**src/rtl/data_2x2_inv_transform.sv**
```systemverilog
// Winograd F(2x2,3x3) output transform: accumulates 4x4 product tiles over channels, then Y = A^T*M*A.
// out_valid rises two edges after the in_last beat is accepted; the input stalls in ROW/COL and follows out_ready in OUT.
module data_2x2_inv_transform #(
   parameter int IW    = 16,
   parameter int ACC_W = 24,
   parameter int OW    = ACC_W + 4
) (
   input  logic             clk,
   input  logic             rstn,
   input  logic             in_valid,
   output logic             in_ready,
   input  logic             in_last,
   input  logic [16*IW-1:0] in_data,
   output logic             out_valid,
   input  logic             out_ready,
   output logic [4*OW-1:0]  out_data
);

   localparam int TW = ACC_W + 2;

   typedef enum logic [1:0] {ACC, ROW, COL, OUT} state_t;

   state_t                   state;
   state_t                   state_nxt;
   logic                     first;
   logic                     accept;
   logic signed [ACC_W-1:0]  beat  [16];
   logic signed [ACC_W-1:0]  acc   [16];
   logic signed [TW-1:0]     t0    [4];
   logic signed [TW-1:0]     t1    [4];
   logic signed [TW-1:0]     t0_nxt[4];
   logic signed [TW-1:0]     t1_nxt[4];
   logic        [4*OW-1:0]   y_nxt;

   assign accept = in_valid & in_ready;

   always_ff @(posedge clk or negedge rstn) begin
      if (!rstn) state <= ACC;
      else       state <= state_nxt;
   end

   always_comb begin
      state_nxt = state;
      in_ready  = 1'b0;
      out_valid = 1'b0;
      case (state)
         ACC: begin
            in_ready = 1'b1;
            if (in_valid && in_last) state_nxt = ROW;
         end
         ROW: state_nxt = COL;
         COL: state_nxt = OUT;
         OUT: begin
            out_valid = 1'b1;
            in_ready  = out_ready;
            if (out_ready) state_nxt = (in_valid && in_last) ? ROW : ACC;
         end
         default: state_nxt = ACC;
      endcase
   end

   always_comb begin
      for (int i = 0; i < 16; i++) begin
         beat[i] = {{(ACC_W-IW){in_data[i*IW+IW-1]}}, in_data[i*IW +: IW]};
      end
   end

   // Accumulators are free once stage 1 has captured them, so OUT may reload them.
   always_ff @(posedge clk or negedge rstn) begin
      if (!rstn) begin
         first <= 1'b1;
         for (int i = 0; i < 16; i++) acc[i] <= '0;
      end else if (accept) begin
         first <= in_last;
         for (int i = 0; i < 16; i++) acc[i] <= first ? beat[i] : acc[i] + beat[i];
      end
   end

   always_comb begin
      for (int c = 0; c < 4; c++) begin
         logic signed [TW-1:0] a0, a1, a2, a3;
         a0 = {{2{acc[c][ACC_W-1]}},    acc[c]};
         a1 = {{2{acc[4+c][ACC_W-1]}},  acc[4+c]};
         a2 = {{2{acc[8+c][ACC_W-1]}},  acc[8+c]};
         a3 = {{2{acc[12+c][ACC_W-1]}}, acc[12+c]};
         t0_nxt[c] = a0 + a1 + a2;
         t1_nxt[c] = a1 - a2 - a3;
      end
   end

   always_ff @(posedge clk or negedge rstn) begin
      if (!rstn) begin
         for (int c = 0; c < 4; c++) begin
            t0[c] <= '0;
            t1[c] <= '0;
         end
      end else if (state == ROW) begin
         for (int c = 0; c < 4; c++) begin
            t0[c] <= t0_nxt[c];
            t1[c] <= t1_nxt[c];
         end
      end
   end

   always_comb begin
      logic signed [OW-1:0] e0 [4];
      logic signed [OW-1:0] e1 [4];
      for (int c = 0; c < 4; c++) begin
         e0[c] = {{(OW-TW){t0[c][TW-1]}}, t0[c]};
         e1[c] = {{(OW-TW){t1[c][TW-1]}}, t1[c]};
      end
      y_nxt            = '0;
      y_nxt[0*OW +: OW] = e0[0] + e0[1] + e0[2];
      y_nxt[1*OW +: OW] = e0[1] - e0[2] - e0[3];
      y_nxt[2*OW +: OW] = e1[0] + e1[1] + e1[2];
      y_nxt[3*OW +: OW] = e1[1] - e1[2] - e1[3];
   end

   always_ff @(posedge clk or negedge rstn) begin
      if (!rstn)             out_data <= '0;
      else if (state == COL) out_data <= y_nxt;
   end

endmodule

```
**config.mk**
```make
export PLATFORM = sky130hd
export DESIGN_NAME = data_2x2_inv_transform
export DESIGN_NICKNAME = d
export VERILOG_FILES = /design/src/rtl/data_2x2_inv_transform.sv
export SDC_FILE = /design/constraint.sdc
export NUM_CORES = 2
export LEC_CHECK = 0
export BUFFER_PORTS_ARGS = -buffer_cell sky130_fd_sc_hd__buf_2
export CORE_MARGIN = 5
export CORE_UTILIZATION = 63
export CTS_CLUSTER_SIZE = 25
export DETAILED_ROUTE_END_ITERATION = 7
export PLACE_DENSITY = 0.82
export SLEW_MARGIN = 15
export SYNTH_ARGS = -nofsm -noshare
export SYNTH_HDL_FRONTEND = slang
export SYNTH_SLANG_ARGS = --single-unit
```
**constraint.sdc**
```tcl
create_clock -name clk -period 8.6 [get_ports clk]
set_clock_uncertainty 0.05 [all_clocks]
set_input_delay 0.86 -clock clk [delete_from_list [all_inputs] [get_ports clk]]
set_output_delay 0.86 -clock clk [all_outputs]
set_load 0.05 [all_outputs]
```
* Yosys cells after proc, flatten, opt, wreduce, memory -nomap -nowiden *
Index checks and enable logic that the tools add are counted.

word-level totals
  register bits = 707
  bits of input ports = 261
  output and inout port bits = 114
  word-level logic and storage cells = 98

cells by class
  add/subtract/negate cells = 40
  eq/ne operators = 5
  mux-type cells = 22
  bitwise gates (word level) = 1
  reduce and logical (&&, ||, !) cells = 3

operators with widths
  kind                  count
  $add A24 B16 Y24      16
  $mux W24              16
  $add A25 B24 Y26      4
  $sub A25 B24 Y26      4
  $add A24 B24 Y25      4
  $sub A24 B24 Y25      4
  $add A27 B26 Y28      2
  $sub A27 B26 Y28      2
  $add A26 B26 Y27      2
  $sub A26 B26 Y27      2
  $pmux W2 S4           1
  $eq A2 B2 Y1 const B  2
  $mux W2               2
  $ne A2 B2 Y1 const B  2
  $eq A2 B1 Y1 const B  1
  $logic_not A2 Y1      1
  $mux W1               2
  $pmux W1 S2           1
  $reduce_and A2 Y1     1
  $and A1 B1 Y1         1
  $logic_and A1 B1 Y1   1

* Logic depth before layout (Yosys ltp) *
  word-level depth = 4
  mapped depth = 16
  mapped depth without buffers = 16

* Worst setup path after synthesis *
OpenSTA, ideal clock, no wires.

  path type = in2reg
  from = input in_data[144]
  to = register acc[166] (netlist bit)
  library setup time = 126 ps
  data arrival time = 3,524 ps
  required time = 8,424 ps
  setup slack = 4,900 ps
  cell stages on the path = 12
  buffers on the path = 0
  cell sequence = ha_1 > fa_1 > a21o_1 > a21o_1 > a2111oi_4 > o21ai_2 > a311oi_2 > o21ai_1 > a221oi_2 > a21oi_1 > xor2_1 > a221o_1

between the ends
  cells in the longest elaborated chain, start to end = 2

RTL lines
  item              line  RTL
  start, declared   13    input logic [16*IW-1:0] in_data,
  $add A24 B16 Y24  75    for (int i = 0; i < 16; i++) acc[i] <= first ? beat[i] : acc[i] + beat[i];
  $mux W24          75
  end, declared     28    logic signed [ACC_W-1:0] acc [16];

Every way passes these cells.
A chain may end at the register's enable or synchronous reset.

* Worst setup path after layout *
  from = register acc[241] (netlist bit)
  to = register t0[75] (netlist bit)

between the ends
  cells in the longest elaborated chain, start to end = 2

RTL lines
  item                           line  RTL
  $add A24 B24 Y25               86    t0_nxt[c] = a0 + a1 + a2;
  $add A25 B24 Y26               86
  end signal, assigned by index  99    t0[c] <= t0_nxt[c];
  end, declared                  29    logic signed [TW-1:0] t0 [4];

Every way passes these cells.

==> run_results.csv <==
group,metric,value,unit
min_path,min_path_type,"in -> async",
final_layout,multi_input_area,45900,µm²
placed_design,place.detailed.instances,8985,
synthesis,netlist.area_leader.share,26.6,%
setup_path,cp_cell_sequence,"fa_1, ha_1, fa_1, a21o_1, a21oi_1, o21bai_1, a21oi_1, o31ai_1, o21ai_0, o21ai_0, a31oi_1, xnor2_1, mux2_2",
setup_path,path_max_fanout,10,
sta,timing_hold_violations_final,0,
sta,tightest_slew,1.20,ns
synthesis,synth.ff_latch_count,707,
clock_network,cts_tree,"done",
die,fp.dieW,335,µm
sta,setup-tns-final,0,ns
sta,worst_slew_margin_rel,19.4,%
final_layout,nFillCells,8315,
synthesis,yosys_warnings,0,
detailed_routing,final_antenna_net_count,0,
synthesis,synth_area,66400,µm²
setup_path,largest_stage_delay_on_the_critical_path,0.61,ns
sta,period_share,49.9,%
final_layout,drive_above_1_share,10.2,%
clock_network,path_clk_slew,0.06,ns
die,core_rows,119,
clock_network,post_cts_resize_count,0,
die,die_area,112000,µm²
outcome,result_of_the_run,"finished, final reports clean",
sta,final_setup_violations,0,
grt,grt_start_max_net_pins,201,
clock_network,cts_inserted_buffers,84,
final_layout,seqCellArea,17700,µm²
detailed_routing,wl_per_cell,23.2,µm
detailed_routing,vias_per_cell,6.41,
sta,timing.fmax,233,MHz
setup_path,worstReg2RegEnd,"t0[75]",
grt,global_route.overflow_total,0,
setup_path,critical_path_launch_point_type,"register",
die,io-pin-count,375,
die,dieHeight,335,µm
clock_network,cts_max_level,3,
synthesis,synthesis.nets,8709,
clock_network,postCtsSetupRepairBufs,0,
placed_design,placedInstanceArea,69400,µm²
synthesis,netlist-cell-type-count,96,
grt,grt_first_pass_wirelength,324000,µm
setup_path,critPathBufInv,0,
setup_path,reg2reg_depth,13,
setup_path,worst_setup_ep_type,"register",
synthesis,syn_inst,7444,
synthesis,synth_edf_count,0,
clock_network,clock_path_buffers,3,
die,placeableCoreArea,105000,µm²
detailed_routing,drt_first_pass_iters,7,
setup_path,worst_path_max_delay_cell,"sky130_fd_sc_hd__dfrtp_1",
grt,initial_antenna_violation_count,37,
clock_network,cts_num_sinks,707,
setup_path,worstReg2RegStart,"acc[241]",
final_layout,postLayoutCellArea,72300,µm²
detailed_routing,drt-initial-drc-count,5941,
placed_design,buffer_ports.inserted,374,
synthesis,synthesis.area_per_instance,8.92,µm²
final_layout,area_delta_synth_final,8.91,%
synthesis,netlist_top_cells_count,"sky130_fd_sc_hd__a21oi_1 (753), sky130_fd_sc_hd__dfrtp_1 (706), sky130_fd_sc_hd__ha_1 (686), sky130_fd_sc_hd__o21ai_0 (588), sky130_fd_sc_hd__nand2_1 (576)",
synthesis,async_s_r_ff_share_synth,100,%
synthesis,dominant_cells_by_area_after_synthesis,"sky130_fd_sc_hd__dfrtp_1 (27%), sky130_fd_sc_hd__ha_1 (13%), sky130_fd_sc_hd__fa_1 (9.6%)",
setup_path,required_time_reported_for_the_critical_path_endpoint,9.10,ns
detailed_routing,wl,213000,µm
clock_network,hold_buf_count_cts,0,
setup_path,critical-path-top-delay-family,"compound AO/OA/AOI/OAI gates",
clock_network,cts_root_buf,"sky130_fd_sc_hd__clkbuf_16",
job,max_cap_viol_count,0,
sta,drv_slew,0,
synthesis,dominantRegCellSynth,"sky130_fd_sc_hd__dfrtp_1",
synthesis,yosys.cell_count.top_type,"sky130_fd_sc_hd__a21oi_1",
final_layout,num-nets-final,8945,
setup_path,worst-r2r-setup-slack,4.31,ns
setup_path,path_class,"reg -> reg",
placed_design,detailed_place_hpwl,169000,µm
sta,setup_repair_after_global_routing_missed_its_margin,"false",
grt,grt_util_all_layers,36.9,%
grt,first_global_vias,55919,
setup_path,arrival,4.79,ns
synthesis,synth_largest_area_cell,"sky130_fd_sc_hd__dfrtp_1",
synthesis,synth_seq_area_share,26.6,%
detailed_routing,dr_total_vias,58616,
detailed_routing,drcViolationCount,0,
die,effective_utilization_at_floorplan,63.3,%
placed_design,globalplace.congestion,1.03,
sta,post-route-min-period,4.29,ns
clock_network,clk-insertion-delay-late,0.67,ns
final_layout,stdcell_count,9151,
## area by class of cell
type,count,area share (%)
Antenna cell,18,0.0623
Clock buffer,112,3.32
Clock inverter,36,0.640
Inverter,503,2.61
Multi-Input combinational cell,5981,63.5
Sequential cell,707,24.5
Tap cell,1391,2.41
Timing Repair Buffer,403,3.01
## metrics by stage
step	utilization (%)	worst slack, ns	hold WS (ns)
2_1_floorplan	-	4.90	0.399
3_3_place_gp	66.1	4.25	0.415
3_5_place_dp	66.1	4.26	0.426
4_1_cts	68.8	4.35	0.208
5_1_grt	68.9	4.09	0.273
6_report	68.9	4.31	0.214
## cell families (layout without fill, tap and decap cells)
group / after synthesis / after routing / synth area share (%)
xor gates and xnor gates: 552 / 552 / 7.28
AOI/OAI and AO/OA: 2477 / 2477 / 23.5
adders and majority gates: 1004 / 1004 / 22.5
muxes: 246 / 246 / 4.01
DFF: 707 / 707 / 26.6
other: 0 / 18 / 0
and+or+nand+nor: 1702 / 1702 / 11.7
buffers and inverters: 756 / 1054 / 4.28
## state kept, by name (all words and copies together) (netlist names)
name / count
acc: 384
state: 2
first: 1
t0: 104
out_data: 112
t1: 104
## per-layer routing
| layer | GRT usage (%) | part of all wire (%) | vias up | wire, µm |
|---|---|---|---|---|
| met5 | 0 | 0.087 | - | 185 |
| met4 | 16.4 | 5.3 | 30 | 11300 |
| met3 | 9.29 | 11 | 495 | 22600 |
| met2 | 56.7 | 44 | 2551 | 92800 |
| met1 | 49.8 | 40 | 28331 | 85900 |
| li1 | - | - | 27209 | - |
## placed cells by master (no fill, tap or decap), drive strengths merged, types with 27 or more instances in the layout
cell type / netlist / layout
a211oi: 124 / 124
a21boi: 27 / 27
a21o: 321 / 321
a21oi: 754 / 754
a31oi: 77 / 77
and3: 48 / 48
buf: 34 / 403
clkbuf: 219 / 112
dfrtp: 706 / 706
fa: 318 / 318
ha: 686 / 686
inv: 502 / 504
mux2: 162 / 162
mux2i: 84 / 84
nand2: 576 / 576
nand2b: 71 / 71
nand3: 104 / 104
nand4: 73 / 73
nor2: 507 / 507
nor2b: 53 / 53
nor3: 114 / 114
o211ai: 81 / 81
o21a: 101 / 101
o21ai: 605 / 605
o21bai: 88 / 88
o31ai: 48 / 48
or3: 37 / 37
xnor2: 324 / 324
xor2: 228 / 228
## how the worst max path moves through the flow
stage / end / start / slack, ns / depth (start not counted)
after floorplan: acc[166] / in_data[144] / 4.90 / 12
after global placement: acc[70] / in_data[208] / 4.25 / 13
after detailed placement: acc[70] / in_data[208] / 4.26 / 13
after CTS: t0[75] / acc[241] / 4.35 / 13
after global routing: t0[75] / acc[241] / 4.09 / 13
final: t0[75] / acc[241] / 4.31 / 13
Power is left out: the tool's default activity adds up to more than one toggle a clock period on the data nets, which glitch-free logic cannot reach.
